File: src/rtl/vlsu_cam_alloc_ctrl_pkg.sv
// Shared types and sizing for the VLSU CAM and its allocation controller.
// Optional feature macro (used by the top): VLSU_CAM_ALLOC_PERF_EN.
package vlsu_cam_pkg;

    localparam int WIDTH   = 50;
    localparam int DEPTH   = 32;
    localparam int READ    = 3;
    localparam int ADDRESS = $clog2(DEPTH);

    typedef logic [WIDTH-1:0]   width_t;
    typedef logic [ADDRESS-1:0] addr_t;
    typedef logic [ADDRESS:0]   depth_t;

    typedef enum logic {
        S_INIT = 1'b0,
        S_RUN  = 1'b1
    } state_e;

endpackage

File: src/rtl/vlsu_cam_alloc_ctrl_if.sv
// Producer-side allocation handshake into the CAM allocation controller.
interface vlsu_cam_alloc_if;
    import vlsu_cam_pkg::*;

    logic   alloc_valid_i;
    width_t alloc_data_i;
    logic   alloc_ready_o;
    addr_t  alloc_addr_o;

    modport master (
        output alloc_valid_i,
        output alloc_data_i,
        input  alloc_ready_o,
        input  alloc_addr_o
    );

    modport slave (
        input  alloc_valid_i,
        input  alloc_data_i,
        output alloc_ready_o,
        output alloc_addr_o
    );

endinterface

File: src/rtl/vlsu_cam_alloc_ctrl_valid_mask.sv
// Per-entry live bits for the CAM, replicated onto every lookup lane.
module vlsu_cam_valid_mask
    import vlsu_cam_pkg::*;
(
    input  logic                  clk,
    input  logic                  rst,
    input  logic                  set_en,
    input  addr_t                 set_idx,
    input  logic                  clr_en,
    input  addr_t                 clr_idx,
    input  logic                  clr_all,
    output logic [READ*DEPTH-1:0] enable_o
);

    logic [DEPTH-1:0] mask_d, mask_q;

    always_comb begin
        // NOTE: default assignment first so every path drives mask_d and no latch is inferred.
        mask_d = mask_q;
        if (clr_en)  mask_d[clr_idx] = 1'b0;
        if (set_en)  mask_d[set_idx] = 1'b1;
        if (clr_all) mask_d = '0;
    end

    // NOTE: unlike CAM payload storage, live bits are control state and must come out of reset cleared.
    always_ff @(posedge clk) begin
        if (rst) mask_q <= '0;
        else     mask_q <= mask_d;
    end

    assign enable_o = {READ{mask_q}};

endmodule

File: src/rtl/vlsu_cam_alloc_ctrl.sv
// CAM allocation controller: zero-init sweep, circular-buffer alloc/retire, lane enables.
// Optional macro VLSU_CAM_ALLOC_PERF_EN adds saturating stall/alloc counters.
module vlsu_cam_alloc_ctrl
    import vlsu_cam_pkg::*;
(
    input  logic                  clk,
    input  logic                  rst,
    vlsu_cam_alloc_if.slave       alloc,
    input  logic                  retire_i,
    input  logic                  flush_i,
    output logic                  cam_write_o,
    output addr_t                 cam_write_addr_o,
    output width_t                cam_write_data_o,
    output addr_t                 cam_head_o,
    output logic [READ*DEPTH-1:0] cam_enable_o,
    output depth_t                count_o,
    output logic                  full_o,
    output logic                  empty_o,
    output logic                  init_done_o
`ifdef VLSU_CAM_ALLOC_PERF_EN
    ,
    output logic [31:0]           stall_cnt_o,
    output logic [31:0]           alloc_cnt_o
`endif
);

    state_e state_d, state_q;
    addr_t  sweep_d, sweep_q;
    addr_t  head_d, head_q;
    addr_t  tail_d, tail_q;
    depth_t count_d, count_q;
    logic   wr_d, wr_q;
    addr_t  wr_addr_d, wr_addr_q;
    width_t wr_data_d, wr_data_q;
    logic   run, fire, retire_ok;

    assign run       = (state_q == S_RUN);
    assign full_o    = (count_q == depth_t'(DEPTH));
    assign empty_o   = (count_q == '0);
    assign alloc.alloc_ready_o = run && !full_o && !flush_i;
    assign alloc.alloc_addr_o  = head_q;
    assign fire      = alloc.alloc_valid_i && alloc.alloc_ready_o;
    assign retire_ok = run && retire_i && !empty_o && !flush_i;

    always_comb begin
        state_d   = state_q;
        sweep_d   = sweep_q;
        head_d    = head_q;
        tail_d    = tail_q;
        count_d   = count_q;
        wr_d      = 1'b0;
        wr_addr_d = wr_addr_q;
        wr_data_d = wr_data_q;
        if (flush_i) begin
            state_d = S_INIT;
            sweep_d = '0;
            head_d  = '0;
            tail_d  = '0;
            count_d = '0;
        end else begin
            case (state_q)
                S_INIT: begin
                    wr_d      = 1'b1;
                    wr_addr_d = sweep_q;
                    wr_data_d = '0;
                    sweep_d   = sweep_q + 1'b1;
                    if (sweep_q == addr_t'(DEPTH - 1)) state_d = S_RUN;
                end
                S_RUN: begin
                    if (fire) begin
                        wr_d      = 1'b1;
                        wr_addr_d = head_q;
                        wr_data_d = alloc.alloc_data_i;
                        head_d    = head_q + 1'b1;
                    end
                    if (retire_ok) tail_d = tail_q + 1'b1;
                    // Simultaneous fire and retire leaves the occupancy unchanged.
                    case ({fire, retire_ok})
                        2'b10:   count_d = count_q + 1'b1;
                        2'b01:   count_d = count_q - 1'b1;
                        default: count_d = count_q;
                    endcase
                end
                default: state_d = S_INIT;
            endcase
        end
    end

    // NOTE: sequential state uses non-blocking assignments so every flop samples pre-edge values.
    always_ff @(posedge clk) begin
        if (rst) begin
            state_q   <= S_INIT;
            sweep_q   <= '0;
            head_q    <= '0;
            tail_q    <= '0;
            count_q   <= '0;
            wr_q      <= 1'b0;
            wr_addr_q <= '0;
            wr_data_q <= '0;
        end else begin
            state_q   <= state_d;
            sweep_q   <= sweep_d;
            head_q    <= head_d;
            tail_q    <= tail_d;
            count_q   <= count_d;
            wr_q      <= wr_d;
            wr_addr_q <= wr_addr_d;
            wr_data_q <= wr_data_d;
        end
    end

    vlsu_cam_valid_mask u_valid_mask (
        .clk      (clk),
        .rst      (rst),
        .set_en   (fire),
        .set_idx  (head_q),
        .clr_en   (retire_ok),
        .clr_idx  (tail_q),
        .clr_all  (flush_i),
        .enable_o (cam_enable_o)
    );

    assign cam_write_o      = wr_q;
    assign cam_write_addr_o = wr_addr_q;
    assign cam_write_data_o = wr_data_q;
    assign cam_head_o       = tail_q;
    assign count_o          = count_q;
    assign init_done_o      = run;

`ifdef VLSU_CAM_ALLOC_PERF_EN
    logic [31:0] stall_cnt_d, stall_cnt_q;
    logic [31:0] alloc_cnt_d, alloc_cnt_q;

    // Counters survive flush on purpose; only rst clears them.
    always_comb begin
        stall_cnt_d = stall_cnt_q;
        alloc_cnt_d = alloc_cnt_q;
        if (run && alloc.alloc_valid_i && !alloc.alloc_ready_o && (stall_cnt_q != '1))
            stall_cnt_d = stall_cnt_q + 32'd1;
        if (fire && (alloc_cnt_q != '1))
            alloc_cnt_d = alloc_cnt_q + 32'd1;
    end

    always_ff @(posedge clk) begin
        if (rst) begin
            stall_cnt_q <= '0;
            alloc_cnt_q <= '0;
        end else begin
            stall_cnt_q <= stall_cnt_d;
            alloc_cnt_q <= alloc_cnt_d;
        end
    end

    assign stall_cnt_o = stall_cnt_q;
    assign alloc_cnt_o = alloc_cnt_q;
`endif

endmodule
File: src/flat_wrapper.sv
// flat-port wrapper written by rule: the top's interface ports become plain ports
module vlsu_cam_alloc_ctrl_flat import vlsu_cam_pkg::*;
  (clk, rst, retire_i, flush_i, cam_write_o, cam_write_addr_o, cam_write_data_o, cam_head_o, cam_enable_o, count_o, full_o, empty_o, init_done_o, alloc_alloc_valid_i, alloc_alloc_data_i, alloc_alloc_ready_o, alloc_alloc_addr_o);
  vlsu_cam_alloc_if alloc_i ();
  input  logic clk;
  input  logic rst;
  input  logic retire_i;
  input  logic flush_i;
  output logic cam_write_o;
  output addr_t cam_write_addr_o;
  output width_t cam_write_data_o;
  output addr_t cam_head_o;
  output logic [READ*DEPTH-1:0] cam_enable_o;
  output depth_t count_o;
  output logic full_o;
  output logic empty_o;
  output logic init_done_o;
  input wire logic [$bits(alloc_i.alloc_valid_i)-1:0] alloc_alloc_valid_i;
  input wire logic [$bits(alloc_i.alloc_data_i)-1:0] alloc_alloc_data_i;
  output wire logic [$bits(alloc_i.alloc_ready_o)-1:0] alloc_alloc_ready_o;
  output wire logic [$bits(alloc_i.alloc_addr_o)-1:0] alloc_alloc_addr_o;
  assign alloc_i.alloc_valid_i = alloc_alloc_valid_i;
  assign alloc_i.alloc_data_i = alloc_alloc_data_i;
  assign alloc_alloc_ready_o = alloc_i.alloc_ready_o;
  assign alloc_alloc_addr_o = alloc_i.alloc_addr_o;
  vlsu_cam_alloc_ctrl u_core (.clk(clk), .rst(rst), .alloc(alloc_i), .retire_i(retire_i), .flush_i(flush_i), .cam_write_o(cam_write_o), .cam_write_addr_o(cam_write_addr_o), .cam_write_data_o(cam_write_data_o), .cam_head_o(cam_head_o), .cam_enable_o(cam_enable_o), .count_o(count_o), .full_o(full_o), .empty_o(empty_o), .init_done_o(init_done_o));
endmodule
File: config.mk
export PLATFORM = sky130hd
export DESIGN_NAME = vlsu_cam_alloc_ctrl_flat
export DESIGN_NICKNAME = d
export VERILOG_FILES = /design/src/rtl/vlsu_cam_alloc_ctrl_pkg.sv /design/src/rtl/vlsu_cam_alloc_ctrl_if.sv /design/src/rtl/vlsu_cam_alloc_ctrl_valid_mask.sv /design/src/rtl/vlsu_cam_alloc_ctrl.sv /design/src/flat_wrapper.sv
export SDC_FILE = /design/constraint.sdc
export NUM_CORES = 1
export LEC_CHECK = 0
export ABC_CLOCK_PERIOD_IN_PS = 4100
export CORE_ASPECT_RATIO = 1.25
export CORE_MARGIN = 1
export CORE_UTILIZATION = 43
export CTS_BUF_LIST = sky130_fd_sc_hd__clkbuf_16
export DETAILED_ROUTE_END_ITERATION = 16
export PLACE_DENSITY = 0.8
export SKIP_LAST_GASP = 1
export SYNTH_ARGS = -nofsm -noshare
export SYNTH_HDL_FRONTEND = slang
export SYNTH_SLANG_ARGS = --single-unit
File: constraint.sdc
create_clock -name clk -period 4.1 [get_ports clk]
set_input_delay 0.82 -clock clk [delete_from_list [all_inputs] [get_ports clk]]
set_output_delay 0.82 -clock clk [all_outputs]
set_load 0.005 [all_outputs]
==> results.sh, run 1 <==
export IMPL_status="finished clean"
export IMPL_hold_class="flip-flop to flip-flop"
export IMPL_root_buffer="clkbuf_16"
export IMPL_grt_pass1_wl_mm=24.47
export IMPL_synth_top_area_frac=0.4007
export IMPL_grt_use_met2=0.4192
export IMPL_crit_arrival_ns=2.65
export IMPL_multi_input_area_um2=2531
export IMPL_start_kind="flip-flop"
export IMPL_finalNonFillerCells=922
export IMPL_total_power_mw=2.033
export IMPL_drtIter0Drc=250
export IMPL_portBuffers=226
export IMPL_layout_min_cycle_time_ns=3.474
export IMPL_dr_pass1_iters=7
export IMPL_r2r_start="u_core.count_o[2]"
export IMPL_hold_viol_final=0
export IMPL_die_area_um2=13240
export IMPL_ir_drop_v=0.0001787
export IMPL_cts_htree_levels=3
export IMPL_synthFlopType="dfxtp_1"
export IMPL_clock_sinks=110
export IMPL_antenna_found_initial=0
export IMPL_cp_end_kind="primary output"
export IMPL_hold_buffers=0
export IMPL_grt_usage=0.2355
export IMPL_drc=0
export IMPL_powerDensity_nw_per_um2=267.6
export IMPL_hold_worst_slack_ns=0.4782
export IMPL_placed_cell_area_um2=7315
export IMPL_clock_latency_ns=0.35
export IMPL_filler_cell_count=1059
export IMPL_place_gp_congestion=0.8953
export IMPL_fin_util=0.6190
export IMPL_clock_skew_ns=0.01040
export IMPL_dp_hpwl_mm=11.55
export IMPL_worstHoldStart="u_core.cam_write_data_o[48]"
export IMPL_cts_setup_buffers=0
export IMPL_clk_pin_slew_worst_paths_ns=0.08
export IMPL_max_freq_ghz=0.2879
export IMPL_syn_instance_count=617
export IMPL_setup_viol=0
export IMPL_syn_avg_cell_area_um2=8.906
export IMPL_synth_most_common_cell="dfxtp_1"
export IMPL_top_usage_layer="met2"
export IMPL_io_pins=227
export IMPL_synth_compound_area_frac=0.2092
export IMPL_synth_commonest_cells="dfxtp_1 (110), buf_4 (65), nand3_1 (51)"
export IMPL_path_max_fanout=13
export IMPL_worst_pin_slew_ns=0.9672
export IMPL_fin_ws_ns=0.6262
export IMPL_overflow=0
export IMPL_num_rows=45
export IMPL_final_seq_area_um2=2203
export IMPL_wirelength_mm=16.04
export IMPL_yosysSeqAreaShare=0.4007
export IMPL_rsz0062_at_grt="false"
export IMPL_synth_top_family_by_area="compound AO/OA/AOI/OAI gates"
export IMPL_cts_tree="yes"
export IMPL_antenna_left=0
export IMPL_ys_warn_count=0
export IMPL_synth_xor_area_frac=0.01116
export IMPL_diodes=0
export IMPL_critical_path_class="flip-flop to primary output"
export IMPL_ctsResizeCount=0
export IMPL_setup_tns_ns=0
export IMPL_numCtsBuffers=9
export IMPL_synthAdderAreaFrac=0.02960
export IMPL_cp_startpoint="u_core.count_o[2]"
export IMPL_nNetsFinal=821
export IMPL_wire_per_inst_um=17.40
export IMPL_area_growth_pct=38.25
export IMPL_period_share=0.8473
export IMPL_start_util=0.4477
export IMPL_grt_pass1_vias=4878
export IMPL_maxSlewViolCount=0
export IMPL_synth_simple_gate_area_frac=0.2036
export IMPL_synthMuxAreaShare=0.005464
export IMPL_viasPerCell=5.779
export IMPL_core_area_um2=12270
export IMPL_grt_use_met3=0.05215
export IMPL_required_ns=3.28
export IMPL_async_flop_share=0
export IMPL_use_met1=0.2610
export IMPL_synth_cell_area_um2=5495
export IMPL_die_width_um=103.1
export IMPL_final_area_um2=7597
export IMPL_clock_path_buffers=2
export IMPL_synth_distinct_cells=57
export IMPL_grt_max_degree=70
export IMPL_syn_num_nets=685
export IMPL_dp_slack_ns=0.3840
export IMPL_synth_area_leaders="dfxtp_1 (40%), buf_4 (8.9%), nand3_1 (4.6%), a22o_1 (4.0%), a31oi_1 (3.5%)"
export IMPL_cellLeakagePower_nw=2.515
export IMPL_placed_cells=906
export IMPL_die_h_um=128.4
export IMPL_vias=5328
export IMPL_slew_headroom=0.3545
export IMPL_synth_seq_cells=110
export IMPL_maxCapViolCount=0
export IMPL_drive_gt1_frac=0.06069
export IMPL_yosys_area_top_type="dfxtp_1"
export IMPL_synth_edf_count=0
-- cell type report --
cell class / instances / area share
sequential: 110 / 0.2900
inverter: 12 / 0.005929
timing repair buffer: 235 / 0.3067
tap: 164 / 0.02701
multi-input combinational: 385 / 0.3332
clock buffer: 9 / 0.02964
clock inverter: 7 / 0.007576
-- final timing paths --
path / end / slack (ns) / cells past startpoint
setup / recovery: alloc_alloc_ready_o / 0.63 / 4
hold / removal: u_core.cam_write_data_o[48] / 0.48 / 1
setup reg to reg: u_core.count_o[4] / 0.87 / 10
hold reg to reg: u_core.cam_write_data_o[48] / 0.48 / 1
-- worst max-delay path, cell delays in order (launching register included) --
cell and delay, ns:
dfxtp_1 0.43, or3_1 0.64, nor3_1 0.56, nor2_1 0.18, clkdlybuf4s50_1 0.50
-- cell families (layout without fill, tap and decap cells) --
| logic type | Yosys count | in the layout |
|---|---|---|
| flip-flops | 110 | 110 |
| XOR/XNOR | 7 | 7 |
| multiplexers | 3 | 3 |
| adder cells (fa/ha/maj) | 13 | 13 |
| AND/OR/NAND/NOR | 213 | 213 |
| AO/OA/AOI/OAI | 149 | 149 |
| buffers and inverters | 122 | 263 |
-- routing by layer --
metal / vias to the layer above / part of all wire
met5: - / 0
met4: 0 / 0.030
met3: 38 / 0.081
met2: 301 / 0.50
met1: 2504 / 0.39
li1: 2485 / -
-- flip-flops by register name (all words and copies together), names as in the netlist --
| name | flops |
|---|---|
| u_core.u_valid_mask.mask_q | 32 |
| u_core.cam_write_o | 1 |
| u_core.init_done_o | 1 |
| u_core.sweep_q | 5 |
| u_core.count_o | 6 |
| u_core.cam_write_addr_o | 5 |
| u_core.cam_write_data_o | 50 |
| u_core.cam_head_o | 5 |
| u_core.alloc.alloc_addr_o | 5 |
-- cells in the final DEF, fill, tap and decap left out, types with 5 or more instances in the layout --
master           instances
clkbuf_16                9
a32o_1                  16
clkdlybuf4s50_1        226
nor2b_1                  8
nor3_1                  11
a31oi_1                 30
o21ai_0                 16
nor2_1                  24
buf_4                    9
ha_1                    13
inv_1                   10
o211ai_1                13
a22o_1                  25
dfxtp_1                109
nand2b_1                 5
nand3_1                 51
nand4_1                 28
or3_1                    6
a21oi_1                 16
nand2_1                 50
-- where the power goes --
group,internal (mW),switching [mW]
Combinational,0.0629,0.0602
Clock,0.421,0.414
Sequential,1.07,0.00317
(Power assumes the default switching activity.)
==> inputs of run 2 (changes only) <==
--- a/config.mk
+++ b/config.mk
@@ -5,7 +5,7 @@
 export SDC_FILE = /design/constraint.sdc
 export NUM_CORES = 1
 export LEC_CHECK = 0
-export ABC_CLOCK_PERIOD_IN_PS = 4100
+export ABC_CLOCK_PERIOD_IN_PS = 3300
 export CORE_ASPECT_RATIO = 1.25
 export CORE_MARGIN = 1
 export CORE_UTILIZATION = 43
==> constraint.sdc (replaced) <==
create_clock -name clk -period 3.3 [get_ports clk]
set_input_delay 0.66 -clock clk [delete_from_list [all_inputs] [get_ports clk]]
set_output_delay 0.66 -clock clk [all_outputs]
set_load 0.005 [all_outputs]
==> run 2 against run 1 <==
Non-clock buffer count increased by 12. Die area unchanged. Design area increased by 1.5%. Worst hold slack got worse by 0.0021 ns. Via count decreased by 0.23%. Register-to-register slack got worse by 0.45 ns. Setup slack got worse by 0.41 ns. Core utilization increased by 0.93 points. Critical endpoint is now full_o. Largest power group unchanged.
==> results.sh, run 2 (synthesized netlist as in run 1, its figures left out) <==
export IMPL_status="finished clean"
export IMPL_critical_path_class="flip-flop to primary output"
export IMPL_clock_skew_ns=0.01062
export IMPL_cp_slowest_cell="clkdlybuf4s50_1"
export IMPL_portBuffers=226
export IMPL_slew_headroom=0.4328
export IMPL_clock_latency_ns=0.34
export IMPL_worstHoldStart="u_core.cam_write_data_o[34]"
export IMPL_num_rows=45
export IMPL_clock_sinks=110
export IMPL_vias=5316
export IMPL_holdPathEnd="u_core.cam_write_data_o[34]"
export IMPL_numCtsBuffers=9
export IMPL_ir_drop_v=0.0002265
export IMPL_slowest_delay_ns=0.49
export IMPL_area_growth_pct=40.32
export IMPL_layout_min_cycle_time_ns=3.079
export IMPL_io_pins=227
export IMPL_ctsResizeCount=0
export IMPL_cts_tree="yes"
export IMPL_grt_pass1_vias=4963
export IMPL_setup_viol=0
export IMPL_die_width_um=103.1
export IMPL_viasPerCell=5.692
export IMPL_grt_pass1_wl_mm=24.59
export IMPL_die_h_um=128.4
export IMPL_maxSlewViolCount=0
export IMPL_core_area_um2=12270
export IMPL_nNetsFinal=833
export IMPL_reg2reg_depth=10
export IMPL_cellLeakagePower_nw=2.588
export IMPL_drtIter0Drc=344
export IMPL_hold_buffers=0
export IMPL_r2r_end="u_core.count_o[4]"
export IMPL_clock_path_buffers=2
export IMPL_die_area_um2=13240
export IMPL_period_share=0.9331
export IMPL_cp_top_family="buffers and inverters"
export IMPL_cp_end_kind="primary output"
export IMPL_place_gp_congestion=0.8789
export IMPL_crit_buf_inv=3
export IMPL_final_common_cell="clkdlybuf4s50_1"
export IMPL_powerDensity_nw_per_um2=337.4
export IMPL_antenna_left=0
export IMPL_hold_class="flip-flop to flip-flop"
export IMPL_grt_usage=0.2363
export IMPL_rsz0062_at_grt="false"
export IMPL_overflow=0
export IMPL_dr_pass1_iters=5
export IMPL_r2r_start="u_core.count_o[1]"
export IMPL_crit_chain="or3_1, buf_4, nor3_1, buf_4, clkdlybuf4s50_1"
export IMPL_cts_htree_levels=3
export IMPL_largest_register_ffs=50
export IMPL_wirelength_mm=16.07
export IMPL_finalNonFillerCells=934
export IMPL_cpMostUsedCell="buf_4"
export IMPL_hold_viol_final=0
export IMPL_placed_cells=918
export IMPL_filler_cell_count=1053
export IMPL_worst_pin_slew_ns=0.8430
export IMPL_antenna_found_initial=0
export IMPL_crit_arrival_ns=2.42
export IMPL_grt_max_degree=70
export IMPL_diodes=0
export IMPL_drc=0
export IMPL_start_util=0.4477
export IMPL_rrSetupSlack_ns=0.42
export IMPL_dp_hpwl_mm=11.80
export IMPL_whs_path_depth=1
export IMPL_setup_tns_ns=0
export IMPL_root_buffer="clkbuf_16"
export IMPL_final_cell_mix="clkdlybuf4s50_1 (226), dfxtp_1 (109), nand3_1 (51), nand2_1 (50), a31oi_1 (30)"
export IMPL_clk_pin_slew_worst_paths_ns=0.08
export IMPL_maxCapViolCount=0
export IMPL_start_kind="flip-flop"
export IMPL_drive_gt1_frac=0.07532
export IMPL_cts_setup_buffers=0
export IMPL_wire_per_inst_um=17.20
export IMPL_path_max_fanout=13
export IMPL_required_ns=2.64
export IMPL_hold_worst_slack_ns=0.4761
export IMPL_max_freq_ghz=0.3248
run 2: cell count changes in the layout (fill, tap and decap cells not counted):
cell       before  now
inv_6           2    1
bufinv_16       0    1
inv_8           1    2
buf_4           9   21
clkinv_4        2    1
run 2: cell type report:
class / count / area (um2) / area share
Multi-Input combinational cell: 385 / 2531 / 0.3282
Timing Repair Buffer: 247 / 2420 / 0.3138
Sequential cell: 110 / 2203 / 0.2857
Clock buffer: 9 / 225.2 / 0.02921
Tap cell: 164 / 205.2 / 0.02661
Clock inverter: 7 / 81.33 / 0.01055
Inverter: 12 / 45.04 / 0.005841
run 2: per-stage QoR:
stage | power (mW) | worst slack [ns] | util | area (um2)
finish | 2.602 | 0.2209 | 0.6282 | 7711
global route | 2.686 | 0.09381 | 0.6282 | 7711
CTS | 2.626 | 0.1975 | 0.6282 | 7711
detailed placement | 1.520 | 0.06717 | 0.6033 | 7405
global placement | 1.516 | 0.1014 | 0.6033 | 7405
floorplan | 1.428 | 0.09439 | - | 5495
run 2: routing by layer:
layer  part of all wire  up-vias  track usage  routed length, um
met2               0.51      277       0.4310               8246
met3              0.084       23      0.04780               1355
met1               0.38     2507       0.2678               6135
met5                  0        -            0                  0
met4              0.021        0      0.08699                331
li1                   -     2509            -                  -
run 2: power by group:
part | switching, mW | internal [mW] | leakage [nW]
clock network | 0.511 | 0.601 | 0.151
logic | 0.0754 | 0.0797 | 1.55
registers | 0.00328 | 1.33 | 0.887
run 2: worst reg2reg max path: stages, from the launching register on:
cell      delay (ns)
dfxtp_1         0.42
or2_2           0.46
o31ai_4         0.37
inv_2           0.07
ha_1            0.23
xor2_1          0.16
ha_1            0.23
a21o_1          0.14
a22oi_1         0.09
o2111a_1        0.25
or3_1           0.36
run 2: how the worst max path moves through the flow:
| stage | startpoint | endpoint | cells past startpoint |
|---|---|---|---|
| 2_1_floorplan | flush_i | u_core.count_o[4] | 13 |
| 3_3_place_gp | flush_i | u_core.count_o[4] | 11 |
| 3_5_place_dp | flush_i | u_core.count_o[4] | 11 |
| 4_1_cts | u_core.count_o[2] | full_o | 5 |
| 5_1_grt | u_core.count_o[5] | full_o | 4 |
| 6_report | u_core.count_o[2] | full_o | 5 |
